**config.mk**
```make
export PLATFORM = sky130hd
export DESIGN_NAME = rabbit_spawner
export DESIGN_NICKNAME = d
export VERILOG_FILES = /design/src/rtl/game_pkg.sv /design/src/rtl/rabbit_spawner_lfsr8.sv /design/src/rtl/rabbit_spawner.sv
export SDC_FILE = /design/constraint.sdc
export NUM_CORES = 1
export LEC_CHECK = 0
export CELL_PAD_IN_SITES_DETAIL_PLACEMENT = 0
export CELL_PAD_IN_SITES_GLOBAL_PLACEMENT = 1
export CORE_UTILIZATION = 46
export CTS_BUF_LIST = sky130_fd_sc_hd__clkbuf_16
export DETAILED_ROUTE_END_ITERATION = 10
export DONT_BUFFER_PORTS = 1
export PLACE_DENSITY_LB_ADDON = 0.12
export SETUP_SLACK_MARGIN = 0.15
export SYNTH_ARGS = -nofsm -noshare
export SYNTH_HDL_FRONTEND = slang
export SYNTH_SLANG_ARGS = --single-unit
```
**constraint.sdc**
```tcl
create_clock -name clk -period 2.31 [get_ports clk]
set_input_delay 0.693 -clock clk [delete_from_list [all_inputs] [get_ports clk]]
set_output_delay 0.693 -clock clk [all_outputs]
set_load 0.01 [all_outputs]
```
**src/rtl/game_pkg.sv**
```systemverilog
// Shared definitions for the snake-game rabbit spawner.
// Holds the LED bus width, the spawner state encoding, the LFSR taps and
// the PICK retry limit, plus small combinational helpers used by the
// spawner and its LFSR.
package game_pkg;

    localparam int LED_W = 8;

    typedef enum logic [1:0] {
        IDLE     = 2'd0,
        PICK     = 2'd1,
        ACTIVE   = 2'd2,
        COOLDOWN = 2'd3
    } state_t;

    localparam logic [7:0] LFSR_TAPS = 8'hB8;
    localparam logic [3:0] MAX_TRIES = 4'd8;

    // One step of the right-shifting Galois LFSR.
    function automatic logic [7:0] lfsr_next(input logic [7:0] l);
        return (l >> 1) ^ (l[0] ? LFSR_TAPS : 8'h00);
    endfunction

    // Candidate rabbit position: one-hot of the low three LFSR bits.
    function automatic logic [LED_W-1:0] cand_of(input logic [7:0] l);
        return {{(LED_W-1){1'b0}}, 1'b1} << l[2:0];
    endfunction

    // Lowest-index LED not occupied by the snake (all-zero when full).
    // free & -free isolates the lowest set bit of the free mask.
    function automatic logic [LED_W-1:0] lowest_free(input logic [LED_W-1:0] snake);
        logic [LED_W-1:0] free;
        free = ~snake;
        return free & (~free + {{(LED_W-1){1'b0}}, 1'b1});
    endfunction

endpackage

```
**src/rtl/rabbit_spawner_lfsr8.sv**
```systemverilog
// 8-bit Galois LFSR used to pick rabbit positions.
// Ports:
//   clk  - system clock
//   rst  - synchronous active-high reset, loads seed (0 replaced by 8'h01)
//   adv  - advance one step this cycle
//   seed - reset value
//   q    - current LFSR state
// An all-zero state would lock the LFSR, so it is reloaded with 8'h01.
module lfsr8
    import game_pkg::*;
(
    input  logic       clk,
    input  logic       rst,
    input  logic       adv,
    input  logic [7:0] seed,
    output logic [7:0] q
);

    // LFSR state register with seed load and zero-lock recovery.
    always_ff @(posedge clk) begin
        if (rst) begin
            q <= (seed == 8'h00) ? 8'h01 : seed;
        end else if (q == 8'h00) begin
            q <= 8'h01;
        end else if (adv) begin
            q <= lfsr_next(q);
        end else begin
            q <= q;
        end
    end

endmodule

```
**src/rtl/rabbit_spawner.sv**
```systemverilog
// Rabbit spawner: producer side of the snake-game "eat" interface.
// Places a one-hot rabbit that never overlaps the snake, acknowledges the
// rising edge of eat_pulse, waits RESPAWN_DLY cycles, then respawns.
// Ports:
//   clk, rst      - clock, synchronous active-high reset
//   enable        - game running; low forces IDLE and clears the rabbit
//   snake_led     - one-hot snake position (0 = none)
//   eat_pulse     - score detector level, high while snake == rabbit
//   rabbit_led    - one-hot rabbit position, 0 when no rabbit
//   rabbit_valid  - rabbit_led holds a live rabbit
//   eat_ack       - one-cycle pulse per accepted eat
//   spawn_count   - spawns since reset, wraps 255 -> 0
// Optional macro RABBIT_BLINK_EN: blinks rabbit_led from a free-running
// 24-bit counter; all internal decisions keep using the steady rabbit_reg.
module rabbit_spawner
    import game_pkg::*;
#(
    parameter int         LED_W       = game_pkg::LED_W,
    parameter int         RESPAWN_DLY = 16,
    parameter logic [7:0] LFSR_SEED   = 8'hA5
)(
    input  logic             clk,
    input  logic             rst,
    input  logic             enable,
    input  logic [LED_W-1:0] snake_led,
    input  logic             eat_pulse,
    output logic [LED_W-1:0] rabbit_led,
    output logic             rabbit_valid,
    output logic             eat_ack,
    output logic [7:0]       spawn_count
);

    localparam int CD_W = (RESPAWN_DLY > 1) ? $clog2(RESPAWN_DLY) : 1;
    localparam logic [CD_W-1:0] CD_LOAD = CD_W'(RESPAWN_DLY - 1);

    state_t           state, state_next;
    logic [LED_W-1:0] rabbit_reg, rabbit_next;
    logic             valid_next, ack_next;
    logic [7:0]       count_next;
    logic [CD_W-1:0]  cooldown, cd_next;
    logic [3:0]       tries, tries_next;
    logic             eat_d, eat_ev;
    logic             lfsr_adv;
    logic [7:0]       lfsr_q;
    logic [LED_W-1:0] cand, fallback;

    lfsr8 u_lfsr (
        .clk  (clk),
        .rst  (rst),
        .adv  (lfsr_adv),
        .seed (LFSR_SEED),
        .q    (lfsr_q)
    );

    assign eat_ev   = eat_pulse & ~eat_d;
    assign cand     = cand_of(lfsr_q);
    assign fallback = lowest_free(snake_led);

    // State register.
    always_ff @(posedge clk) begin
        if (rst) begin
            state <= IDLE;
        end else begin
            state <= state_next;
        end
    end

    // Next-state and next-output logic; enable=0 overrides everything but reset.
    always_comb begin
        state_next  = state;
        rabbit_next = rabbit_reg;
        valid_next  = rabbit_valid;
        ack_next    = 1'b0;
        count_next  = spawn_count;
        cd_next     = cooldown;
        tries_next  = 4'd0;
        lfsr_adv    = 1'b0;
        if (!enable) begin
            state_next  = IDLE;
            rabbit_next = {LED_W{1'b0}};
            valid_next  = 1'b0;
        end else begin
            case (state)
                IDLE: begin
                    state_next = PICK;
                end
                PICK: begin
                    lfsr_adv = 1'b1;
                    if (tries >= MAX_TRIES) begin
                        // Random tries exhausted: deterministic scan, unless the snake fills the bar.
                        if (fallback != {LED_W{1'b0}}) begin
                            rabbit_next = fallback;
                            valid_next  = 1'b1;
                            count_next  = spawn_count + 8'd1;
                            state_next  = ACTIVE;
                        end else begin
                            tries_next = tries;
                        end
                    end else if ((cand & snake_led) == {LED_W{1'b0}}) begin
                        rabbit_next = cand;
                        valid_next  = 1'b1;
                        count_next  = spawn_count + 8'd1;
                        state_next  = ACTIVE;
                    end else begin
                        tries_next = tries + 4'd1;
                    end
                end
                ACTIVE: begin
                    if (eat_ev) begin
                        rabbit_next = {LED_W{1'b0}};
                        valid_next  = 1'b0;
                        ack_next    = 1'b1;
                        cd_next     = CD_LOAD;
                        state_next  = COOLDOWN;
                    end else begin
                        state_next = ACTIVE;
                    end
                end
                COOLDOWN: begin
                    if (cooldown == {CD_W{1'b0}}) begin
                        state_next = PICK;
                    end else begin
                        cd_next = cooldown - CD_W'(1);
                    end
                end
                default: begin
                    state_next  = IDLE;
                    rabbit_next = {LED_W{1'b0}};
                    valid_next  = 1'b0;
                end
            endcase
        end
    end

    // Datapath registers and eat edge-detect history.
    always_ff @(posedge clk) begin
        if (rst) begin
            rabbit_reg   <= {LED_W{1'b0}};
            rabbit_valid <= 1'b0;
            eat_ack      <= 1'b0;
            spawn_count  <= 8'd0;
            cooldown     <= {CD_W{1'b0}};
            tries        <= 4'd0;
            eat_d        <= 1'b0;
        end else begin
            rabbit_reg   <= rabbit_next;
            rabbit_valid <= valid_next;
            eat_ack      <= ack_next;
            spawn_count  <= count_next;
            cooldown     <= cd_next;
            tries        <= tries_next;
            eat_d        <= eat_pulse;
        end
    end

`ifdef RABBIT_BLINK_EN
    logic [23:0] blink_cnt;

    // Free-running blink divider.
    always_ff @(posedge clk) begin
        if (rst) begin
            blink_cnt <= 24'd0;
        end else begin
            blink_cnt <= blink_cnt + 24'd1;
        end
    end

    assign rabbit_led = rabbit_reg & {LED_W{blink_cnt[23]}};
`else
    assign rabbit_led = rabbit_reg;
`endif

endmodule

```
==> results of run 1 <==
==> kinds of logic after synthesis <==
kind of cell	after synthesis	share of synthesized area
AOI/OAI and AO/OA	45	0.160
and+or+nand+nor	101	0.243
buffers and inverters	20	0.0500
muxes	17	0.0925
xor gates and xnor gates	8	0.0355
DFF	37	0.375
adders and majority gates	7	0.0443
==> sequential cells by signal, summed over array words and instances, names as in the netlist <==
signal        cells
cooldown          4
eat_ack           1
eat_d             1
rabbit_led        8
rabbit_valid      1
spawn_count       8
state             2
tries             4
u_lfsr.q          8
==> final cells by class <==
cell class / count / share of cell area
Clock buffer: 5 / 0.0562
Clock inverter: 3 / 0.00787
Tap cell: 50 / 0.0281
Multi-Input combinational cell: 178 / 0.516
Timing Repair Buffer: 13 / 0.0439
Sequential cell: 37 / 0.333
Inverter: 9 / 0.0152
==> critical path: stages, from the launching register on <==
cell	delay (ps)
dfxtp_1	480
mux2i_1	130
mux4_2	530
buf_4	190
o211ai_1	270
mux2i_1	220
nor2_1	50
==> final timing paths <==
| kind | startpoint | to | slack, ps | depth (start not counted) |
|---|---|---|---|---|
| max | u_lfsr.q[2]$_SDFFE_PP1P_ | spawn_count[1]$_SDFFE_PP0P_ | 330 | 6 |
| min | u_lfsr.q[7]$_SDFFE_PP1P_ | u_lfsr.q[6]$_SDFFE_PP0P_ | 470 | 2 |
| max reg2reg | u_lfsr.q[2]$_SDFFE_PP1P_ | spawn_count[1]$_SDFFE_PP0P_ | 330 | 6 |
| min reg2reg | u_lfsr.q[7]$_SDFFE_PP1P_ | u_lfsr.q[6]$_SDFFE_PP0P_ | 470 | 2 |
==> power by group <==
| group | internal, uW | switching, uW |
|---|---|---|
| Combinational | 78.0 | 90.6 |
| Clock | 395 | 260 |
| Sequential | 657 | 19.1 |
| Total | 1130 | 369 |
==> layer usage <==
metal,wire (um),track usage,vias up
met5,0,0,-
li1,-,-,848
met1,2000,0.258,800
met3,241,0.0625,11
met4,87,0.0904,0
met2,2030,0.329,55
==> metrics by stage <==
step	instance area (um^2)	hold slack [ps]
6_report	2220	472
5_1_grt	2220	467
4_1_cts	2210	471
3_5_place_dp	2060	460
3_3_place_gp	2060	456
2_1_floorplan	1980	443
==> layout by cell type (no fill, tap or decap), drive strengths merged, types with 5 or more instances in the layout <==
master | synthesis | final
clkbuf | 5 | 5
xor2 | 5 | 5
ha | 7 | 7
dfxtp | 37 | 37
nand2 | 40 | 40
buf | 6 | 13
o21ai | 8 | 8
a21oi | 12 | 12
nand2b | 8 | 8
inv | 9 | 9
nor2 | 23 | 23
mux2i | 16 | 16
==> timing repair <==
action / CTS / global route
resized for setup: 1 / 0
buffers inserted: 0 / 2
endpoints found under the setup margin: 9 / 4
pin swaps: 0 / 1
hold buffers: 0 / 0
==> impl_results.html, run 1 <==
<table>
<tr><th>Metric</th><th>Value</th></tr>
<tr><th colspan="2">Place</th></tr>
<tr><td>Routability cong.</td><td>about 0.91</td></tr>
<tr><td>Placement-stage worst setup slack</td><td>-148 ps</td></tr>
<tr><td>Port Buffers</td><td>0</td></tr>
<tr><td>Number of placed cells counting well taps</td><td>about 290</td></tr>
<tr><td>Post-DP HPWL</td><td>roughly 3200 um</td></tr>
<tr><th colspan="2">Clock network</th></tr>
<tr><td>Worst-case clock buffer depth</td><td>2</td></tr>
<tr><td>H-Tree Depth</td><td>2</td></tr>
<tr><td>Clock root buffer</td><td>clkbuf_16</td></tr>
<tr><td>Total clock buffers created by CTS</td><td>5</td></tr>
<tr><td>Number of clock sinks seen by CTS</td><td>37</td></tr>
<tr><td>CTS clk-pin slew, worst paths</td><td>roughly 60 ps</td></tr>
<tr><td>Skew-Pair Late Insertion Delay</td><td>between 200 and 300 ps</td></tr>
<tr><td>TritonCTS clock tree</td><td>built</td></tr>
<tr><th colspan="2">STA</th></tr>
<tr><td>Worst-margin pin slew</td><td>602 ps</td></tr>
<tr><td>Minimum setup slack in the final design</td><td>roughly 330 ps</td></tr>
<tr><td>Final setup violation count</td><td>0</td></tr>
<tr><td>Shortest clock period the worst path allows after layout</td><td>1980 ps</td></tr>
<tr><td>F_max</td><td>between 500 and 600 MHz</td></tr>
<tr><td>Number of pins exceeding their max-slew limit in the final report</td><td>0</td></tr>
<tr><td>Worst rel slew slack</td><td>0.595</td></tr>
<tr><td>Setup repair after global routing missed its margin</td><td>false</td></tr>
<tr><td>Setup total negative slack</td><td>0 ps</td></tr>
<tr><td>Final hold vios</td><td>0</td></tr>
<tr><td>Final setup skew</td><td>about 5.8 ps</td></tr>
<tr><td>Fin crit share</td><td>0.858</td></tr>
<tr><th colspan="2">Synthesis</th></tr>
<tr><td>Main area contributors after synthesis</td><td>dfxtp_1, mux2i_1, nand2_1</td></tr>
<tr><td>Top cells by count, synth</td><td>nand2_1, dfxtp_1, nor2_1</td></tr>
<tr><td>Number of synthesized register bits</td><td>37</td></tr>
<tr><td>Cell with the most instances after synthesis</td><td>nand2_1</td></tr>
<tr><td>Async SR Flop Fraction</td><td>0</td></tr>
<tr><td>Fraction of synthesized cell area taken by the top area cell type</td><td>0.375</td></tr>
<tr><td>Net count after synthesis</td><td>254</td></tr>
<tr><td>Synth area leader</td><td>dfxtp_1</td></tr>
<tr><td>Warnings, synthesis</td><td>0</td></tr>
<tr><td>Avg Inst Size Synth</td><td>between 8 and 9 um^2</td></tr>
<tr><td>Most common flop cell mapped by yosys</td><td>dfxtp_1</td></tr>
<tr><td>Gate count of the mapped netlist</td><td>235</td></tr>
<tr><td>Part of the Yosys area used for sequential elements</td><td>0.375</td></tr>
<tr><td>Netlist cell types</td><td>41</td></tr>
<tr><td>Combined area of all synthesized cells</td><td>between 1500 and 2000 um^2</td></tr>
<tr><td>Number of flops mapped to enable cells by yosys</td><td>0</td></tr>
<tr><th colspan="2">Global routing</th></tr>
<tr><td>Via count of the first global-routing pass</td><td>around 1500</td></tr>
<tr><td>Largest net degree at the start of global routing</td><td>21</td></tr>
<tr><td>Initial antenna violation count</td><td>0</td></tr>
<tr><td>Global-route wire length before repair</td><td>roughly 7000 um</td></tr>
<tr><td>Overall fraction of global-route tracks in use</td><td>0.208</td></tr>
<tr><td>Overflow left after global routing</td><td>0</td></tr>
<tr><th colspan="2">Finish</th></tr>
<tr><td>Final Net Count</td><td>between 200 and 300</td></tr>
<tr><td>FF+latch area</td><td>741 um^2</td></tr>
<tr><td># fillers</td><td>379</td></tr>
<tr><td>Area growth syn-to-layout</td><td>12.6%</td></tr>
<tr><td>Combined area of the multi-input logic cells</td><td>1150 um^2</td></tr>
<tr><td>Layout Utilization</td><td>0.548</td></tr>
<tr><td>Share of final-layout standard cells stronger than drive strength 1</td><td>0.106</td></tr>
<tr><td>Final Instance Count excl. Fillers</td><td>a little under 300</td></tr>
<tr><td>Number of diodes</td><td>0</td></tr>
<tr><th colspan="2">Drt</th></tr>
<tr><td>Total iterations of the first detailed-routing run</td><td>4</td></tr>
<tr><td>First-iteration detailed-routing DRC count</td><td>66</td></tr>
<tr><td>Via count normalized by instance count</td><td>approximately 5.8</td></tr>
<tr><td>Detailed-route wire length</td><td>about 4400 um</td></tr>
<tr><td>Number of nets with antenna violations after detailed routing</td><td>0</td></tr>
<tr><td>Post-route DRC</td><td>0</td></tr>
<tr><td>Via count</td><td>1714</td></tr>
<tr><td>Wire length per cell after detailed routing</td><td>around 15 um</td></tr>
<tr><th colspan="2">Die</th></tr>
<tr><td>Number of top-level design ports</td><td>30</td></tr>
<tr><td>Horiz. Die Dim</td><td>67.5 um</td></tr>
<tr><td>Area of the core region</td><td>slightly above 4000 um^2</td></tr>
<tr><td>Height of the die</td><td>67.5 um</td></tr>
<tr><td>Floorplan die area</td><td>roughly 4600 um^2</td></tr>
<tr><td>Number of cell rows</td><td>23</td></tr>
<tr><td>Effective utilization at floorplan</td><td>0.487</td></tr>
<tr><th colspan="2">Worst setup path</th></tr>
<tr><td>Worst EP arrival</td><td>roughly 2200 ps</td></tr>
<tr><td>Kind of critical path</td><td>reg -&gt; reg</td></tr>
<tr><td>Maximum fanout count along the critical path</td><td>9</td></tr>
<tr><td>Endpoint type of the worst setup path</td><td>register</td></tr>
<tr><td>Crit start category</td><td>register</td></tr>
<tr><td>Required arrival time at the worst endpoint</td><td>~2500 ps</td></tr>
<tr><th colspan="2">Pwr</th></tr>
<tr><td>Power density over cell area</td><td>between 600 and 700 nW/um^2</td></tr>
<tr><td>P_leak</td><td>~0.00085 uW</td></tr>
<tr><td>Sum of internal, switching and leakage power</td><td>1500 uW</td></tr>
<tr><td>Worst supply voltage drop on vdd</td><td>between 300 and 400 uV</td></tr>
<tr><th colspan="2">Flow run</th></tr>
<tr><td>Max Cap Viol</td><td>0</td></tr>
<tr><th colspan="2">Status</th></tr>
<tr><td>Run status</td><td>finished, final reports clean</td></tr>
<tr><th colspan="2">Hold path</th></tr>
<tr><td>Class of the tightest hold or removal check</td><td>reg -&gt; reg</td></tr>
</table>
No activity file was read; power rests on OpenSTA's default activity.
==> run 2, diff against run 1 <==
PLACE_DENSITY = 0.78   (was default)
PLACE_DENSITY_LB_ADDON = default   (was 0.12)
==> run 2 against run 1 <==
  * First-iteration DRC count rose by 23%
  * Die area did not move
  * Setup slack improved by 20 ps
  * Sequential power barely moved
  * Clock-buffer cell count did not move
  * Clock skew fell by 2.4 ps
  * Critical path depth did not move
  * Clock power rose by 0.8%
  * Register-to-register slack improved by 20 ps
  * Worst hold slack improved by 4.6 ps
==> impl_results.html, run 2 (synthesized netlist as in run 1, its figures left out) <==
<table>
<tr><th>Metric</th><th>Value</th></tr>
<tr><th colspan="2">Finish</th></tr>
<tr><td>Area growth syn-to-layout</td><td>12.6% (unchanged)</td></tr>
<tr><td># fillers</td><td>383 (+1.1%)</td></tr>
<tr><td>Share of final-layout standard cells stronger than drive strength 1</td><td>0.102 (-0.00408)</td></tr>
<tr><td>Layout Utilization</td><td>0.548 (unchanged)</td></tr>
<tr><td>Final Net Count</td><td>263 (unchanged)</td></tr>
<tr><td>Final design area excluding fillers</td><td>2220 um^2 (unchanged)</td></tr>
<tr><td>Number of diodes</td><td>0 (unchanged)</td></tr>
<tr><td>Final Instance Count excl. Fillers</td><td>295 (unchanged)</td></tr>
<tr><td>Commonest non-fill, non-tap cell in the layout</td><td>nand2_1</td></tr>
<tr><td>Leading cell types in the layout, fill and taps excluded</td><td>nand2_1, dfxtp_1, nor2_1</td></tr>
<tr><th colspan="2">Drt</th></tr>
<tr><td>Number of nets with antenna violations after detailed routing</td><td>0 (unchanged)</td></tr>
<tr><td>Total iterations of the first detailed-routing run</td><td>4 (unchanged)</td></tr>
<tr><td>Post-route DRC</td><td>0 (unchanged)</td></tr>
<tr><td>Detailed-route wire length</td><td>4400 um (+1.0%)</td></tr>
<tr><td>Wire length per cell after detailed routing</td><td>14.9 um (+1.0%)</td></tr>
<tr><td>Via count</td><td>1655 (-3.4%)</td></tr>
<tr><td>First-iteration detailed-routing DRC count</td><td>81 (+23%)</td></tr>
<tr><td>Via count normalized by instance count</td><td>5.61 (-3.4%)</td></tr>
<tr><th colspan="2">Clock network</th></tr>
<tr><td>Hold Buf Count CTS</td><td>0 (unchanged)</td></tr>
<tr><td>CTS clk-pin slew, worst paths</td><td>60 ps (about the same)</td></tr>
<tr><td>Total clock buffers created by CTS</td><td>5 (unchanged)</td></tr>
<tr><td>Worst-case clock buffer depth</td><td>2 (unchanged)</td></tr>
<tr><td>Number of clock sinks seen by CTS</td><td>37 (unchanged)</td></tr>
<tr><td>Skew-Pair Late Insertion Delay</td><td>280 ps (about the same)</td></tr>
<tr><td>H-Tree Depth</td><td>2 (unchanged)</td></tr>
<tr><td>Clock root buffer</td><td>clkbuf_16</td></tr>
<tr><td>TritonCTS clock tree</td><td>built</td></tr>
<tr><th colspan="2">Worst setup path</th></tr>
<tr><td>Maximum fanout count along the critical path</td><td>9 (unchanged)</td></tr>
<tr><td>Required arrival time at the worst endpoint</td><td>2480 ps (about the same)</td></tr>
<tr><td>CP peak stage delay</td><td>510 ps (-20 ps)</td></tr>
<tr><td>Kind of critical path</td><td>reg -&gt; reg</td></tr>
<tr><td>Worst EP arrival</td><td>2140 ps (about the same)</td></tr>
<tr><td>Worst r2r path cells</td><td>6 (unchanged)</td></tr>
<tr><td>Most repeated library cell on the critical path</td><td>mux2i_1</td></tr>
<tr><td>Delay-heaviest family, CP</td><td>multiplexers</td></tr>
<tr><td>Endpoint type of the worst setup path</td><td>register</td></tr>
<tr><td>Cell breakdown of the critical path</td><td>mux2i_1, mux4_2, buf_4, o211ai_1, mux2i_1, nor2_1</td></tr>
<tr><td>Critical-path top delay cell</td><td>mux4_2</td></tr>
<tr><td>Path length in cells of the critical path</td><td>6 (unchanged)</td></tr>
<tr><td>Crit start category</td><td>register</td></tr>
<tr><td>Number of buffer and inverter stages on the critical path</td><td>1 (unchanged)</td></tr>
<tr><th colspan="2">Pwr</th></tr>
<tr><td>Gate power share</td><td>0.110 (-0.002)</td></tr>
<tr><td>P_leak</td><td>0.000854 uW (about the same)</td></tr>
<tr><td>Net Sw Frac</td><td>0.248 (+0.00214)</td></tr>
<tr><td>Switching power total</td><td>373 uW (+1.1%)</td></tr>
<tr><td>Power share of the clock group</td><td>0.439 (+0.002)</td></tr>
<tr><td>Worst supply voltage drop on vdd</td><td>483 uV (+59%)</td></tr>
<tr><td>Internal power summed over all cells</td><td>1130 uW (about the same)</td></tr>
<tr><td>Sequential power share</td><td>0.451 (about the same)</td></tr>
<tr><td>Power density over cell area</td><td>675 nW/um^2 (+0.23%)</td></tr>
<tr><th colspan="2">Die</th></tr>
<tr><td>Number of top-level design ports</td><td>30 (unchanged)</td></tr>
<tr><td>Effective utilization at floorplan</td><td>0.487 (unchanged)</td></tr>
<tr><td>Height of the die</td><td>67.5 um (unchanged)</td></tr>
<tr><td>Horiz. Die Dim</td><td>67.5 um (unchanged)</td></tr>
<tr><td>Number of cell rows</td><td>23 (unchanged)</td></tr>
<tr><td>Area of the core region</td><td>4060 um^2 (unchanged)</td></tr>
<tr><td>Floorplan die area</td><td>4560 um^2 (unchanged)</td></tr>
<tr><th colspan="2">STA</th></tr>
<tr><td>Minimum setup slack in the final design</td><td>348 ps (+19.6 ps)</td></tr>
<tr><td>Final hold vios</td><td>0 (unchanged)</td></tr>
<tr><td>Final setup skew</td><td>3.32 ps (-2.45 ps)</td></tr>
<tr><td>Fin crit share</td><td>0.849 (-0.00850)</td></tr>
<tr><td>Worst rel slew slack</td><td>0.606 (+0.0116)</td></tr>
<tr><td>Setup repair after global routing missed its margin</td><td>false</td></tr>
<tr><td>Shortest clock period the worst path allows after layout</td><td>1960 ps (-19.6 ps)</td></tr>
<tr><td>Final setup violation count</td><td>0 (unchanged)</td></tr>
<tr><td>F_max</td><td>510 MHz (+1.0%)</td></tr>
<tr><td>Worst-margin pin slew</td><td>584 ps (-17.3 ps)</td></tr>
<tr><td>Number of pins exceeding their max-slew limit in the final report</td><td>0 (unchanged)</td></tr>
<tr><th colspan="2">Global routing</th></tr>
<tr><td>Via count of the first global-routing pass</td><td>1591 (+3.4%)</td></tr>
<tr><td>Largest net degree at the start of global routing</td><td>21 (unchanged)</td></tr>
<tr><td>Global-route wire length before repair</td><td>7160 um (+2.0%)</td></tr>
<tr><td>Overall fraction of global-route tracks in use</td><td>0.212 (+0.00445)</td></tr>
<tr><td>Initial antenna violation count</td><td>0 (unchanged)</td></tr>
<tr><td>Overflow left after global routing</td><td>0 (unchanged)</td></tr>
<tr><th colspan="2">Place</th></tr>
<tr><td>Post-DP HPWL</td><td>3200 um (+0.39%)</td></tr>
<tr><td>Placement-stage worst setup slack</td><td>-129 ps (+18.6 ps)</td></tr>
<tr><td>Routability cong.</td><td>0.786 (-13%)</td></tr>
<tr><td>Cell Area, Placed</td><td>2060 um^2 (unchanged)</td></tr>
<tr><td>Port Buffers</td><td>0 (unchanged)</td></tr>
<tr><td>Number of placed cells counting well taps</td><td>285 (unchanged)</td></tr>
<tr><th colspan="2">Hold path</th></tr>
<tr><td>Class of the tightest hold or removal check</td><td>in -&gt; reg</td></tr>
<tr><td>Hold path depth</td><td>1 (-1)</td></tr>
<tr><th colspan="2">Flow run</th></tr>
<tr><td>Max Cap Viol</td><td>0 (unchanged)</td></tr>
<tr><th colspan="2">Status</th></tr>
<tr><td>Run status</td><td>finished, final reports clean</td></tr>
</table>
-- run 2: changes by cell type in the layout (fill, tap and decap cells not counted), sizes merged --
cell,previous run,this run
clkinvlp,1,0
clkinv,2,3
-- run 2: power by group through the flow --
stage / logic [uW] / registers [uW] / clock network, uW
floorplan: 136 / 683 / 0
finish: 165 / 678 / 660
global route: 182 / 680 / 701
detailed placement: 154 / 692 / 0
CTS: 160 / 678 / 673
global placement: 151 / 690 / 0
-- run 2: what timing repair did --
item / in CTS / in global routing
pin swaps: 0 / 1
gates cloned: 0 / 0
buffers inserted: 0 / 2
endpoints found under the setup margin: 9 / 3
hold endpoints to repair: 0 / 0
resized for setup: 1 / 0
-- run 2: metal layers --
metal,up-vias,routed length (um),track usage
met5,-,0,0
met4,0,22,0.0691
met3,2,206,0.0507
met2,36,2150,0.368
met1,775,2020,0.255
li1,842,-,-
-- run 2: area by class of cell --
| cell class | count | area, um^2 | share of cell area |
|---|---|---|---|
| sequential | 37 | 741 | 0.333 |
| multi-input combinational | 178 | 1150 | 0.516 |
| clock buffer | 5 | 125 | 0.0562 |
| tap | 50 | 62.6 | 0.0281 |
| inverter | 9 | 33.8 | 0.0152 |
| timing repair buffer | 13 | 97.6 | 0.0439 |
| clock inverter | 3 | 17.5 | 0.00787 |
-- run 2: worst paths after layout --
kind                                               start                           to  slack [ps]
worst max-delay path            u_lfsr.q[2]$_SDFFE_PP1P_  spawn_count[1]$_SDFFE_PP0P_         350
worst min-delay path                                 rst     cooldown[3]$_SDFFE_PP0P_         480
worst max register to register  u_lfsr.q[2]$_SDFFE_PP1P_  spawn_count[1]$_SDFFE_PP0P_         350
worst min register to register  u_lfsr.q[7]$_SDFFE_PP1P_     u_lfsr.q[6]$_SDFFE_PP0P_         490
-- run 2: worst register-to-register path: stages, from the launching register on --
cell	delay, ps
dfxtp_1	470
mux2i_1	140
mux4_2	510
buf_4	190
o211ai_1	270
mux2i_1	230
nor2_1	50
-- run 2: stage by stage --
stage | power (uW) | hold WS (ps) | TNS, ps
CTS | 1510 | 470 | 0
global placement | 841 | 464 | -382
floorplan | 820 | 443 | 0
finish | 1500 | 477 | 0
detailed placement | 846 | 485 | -992
global route | 1560 | 469 | 0
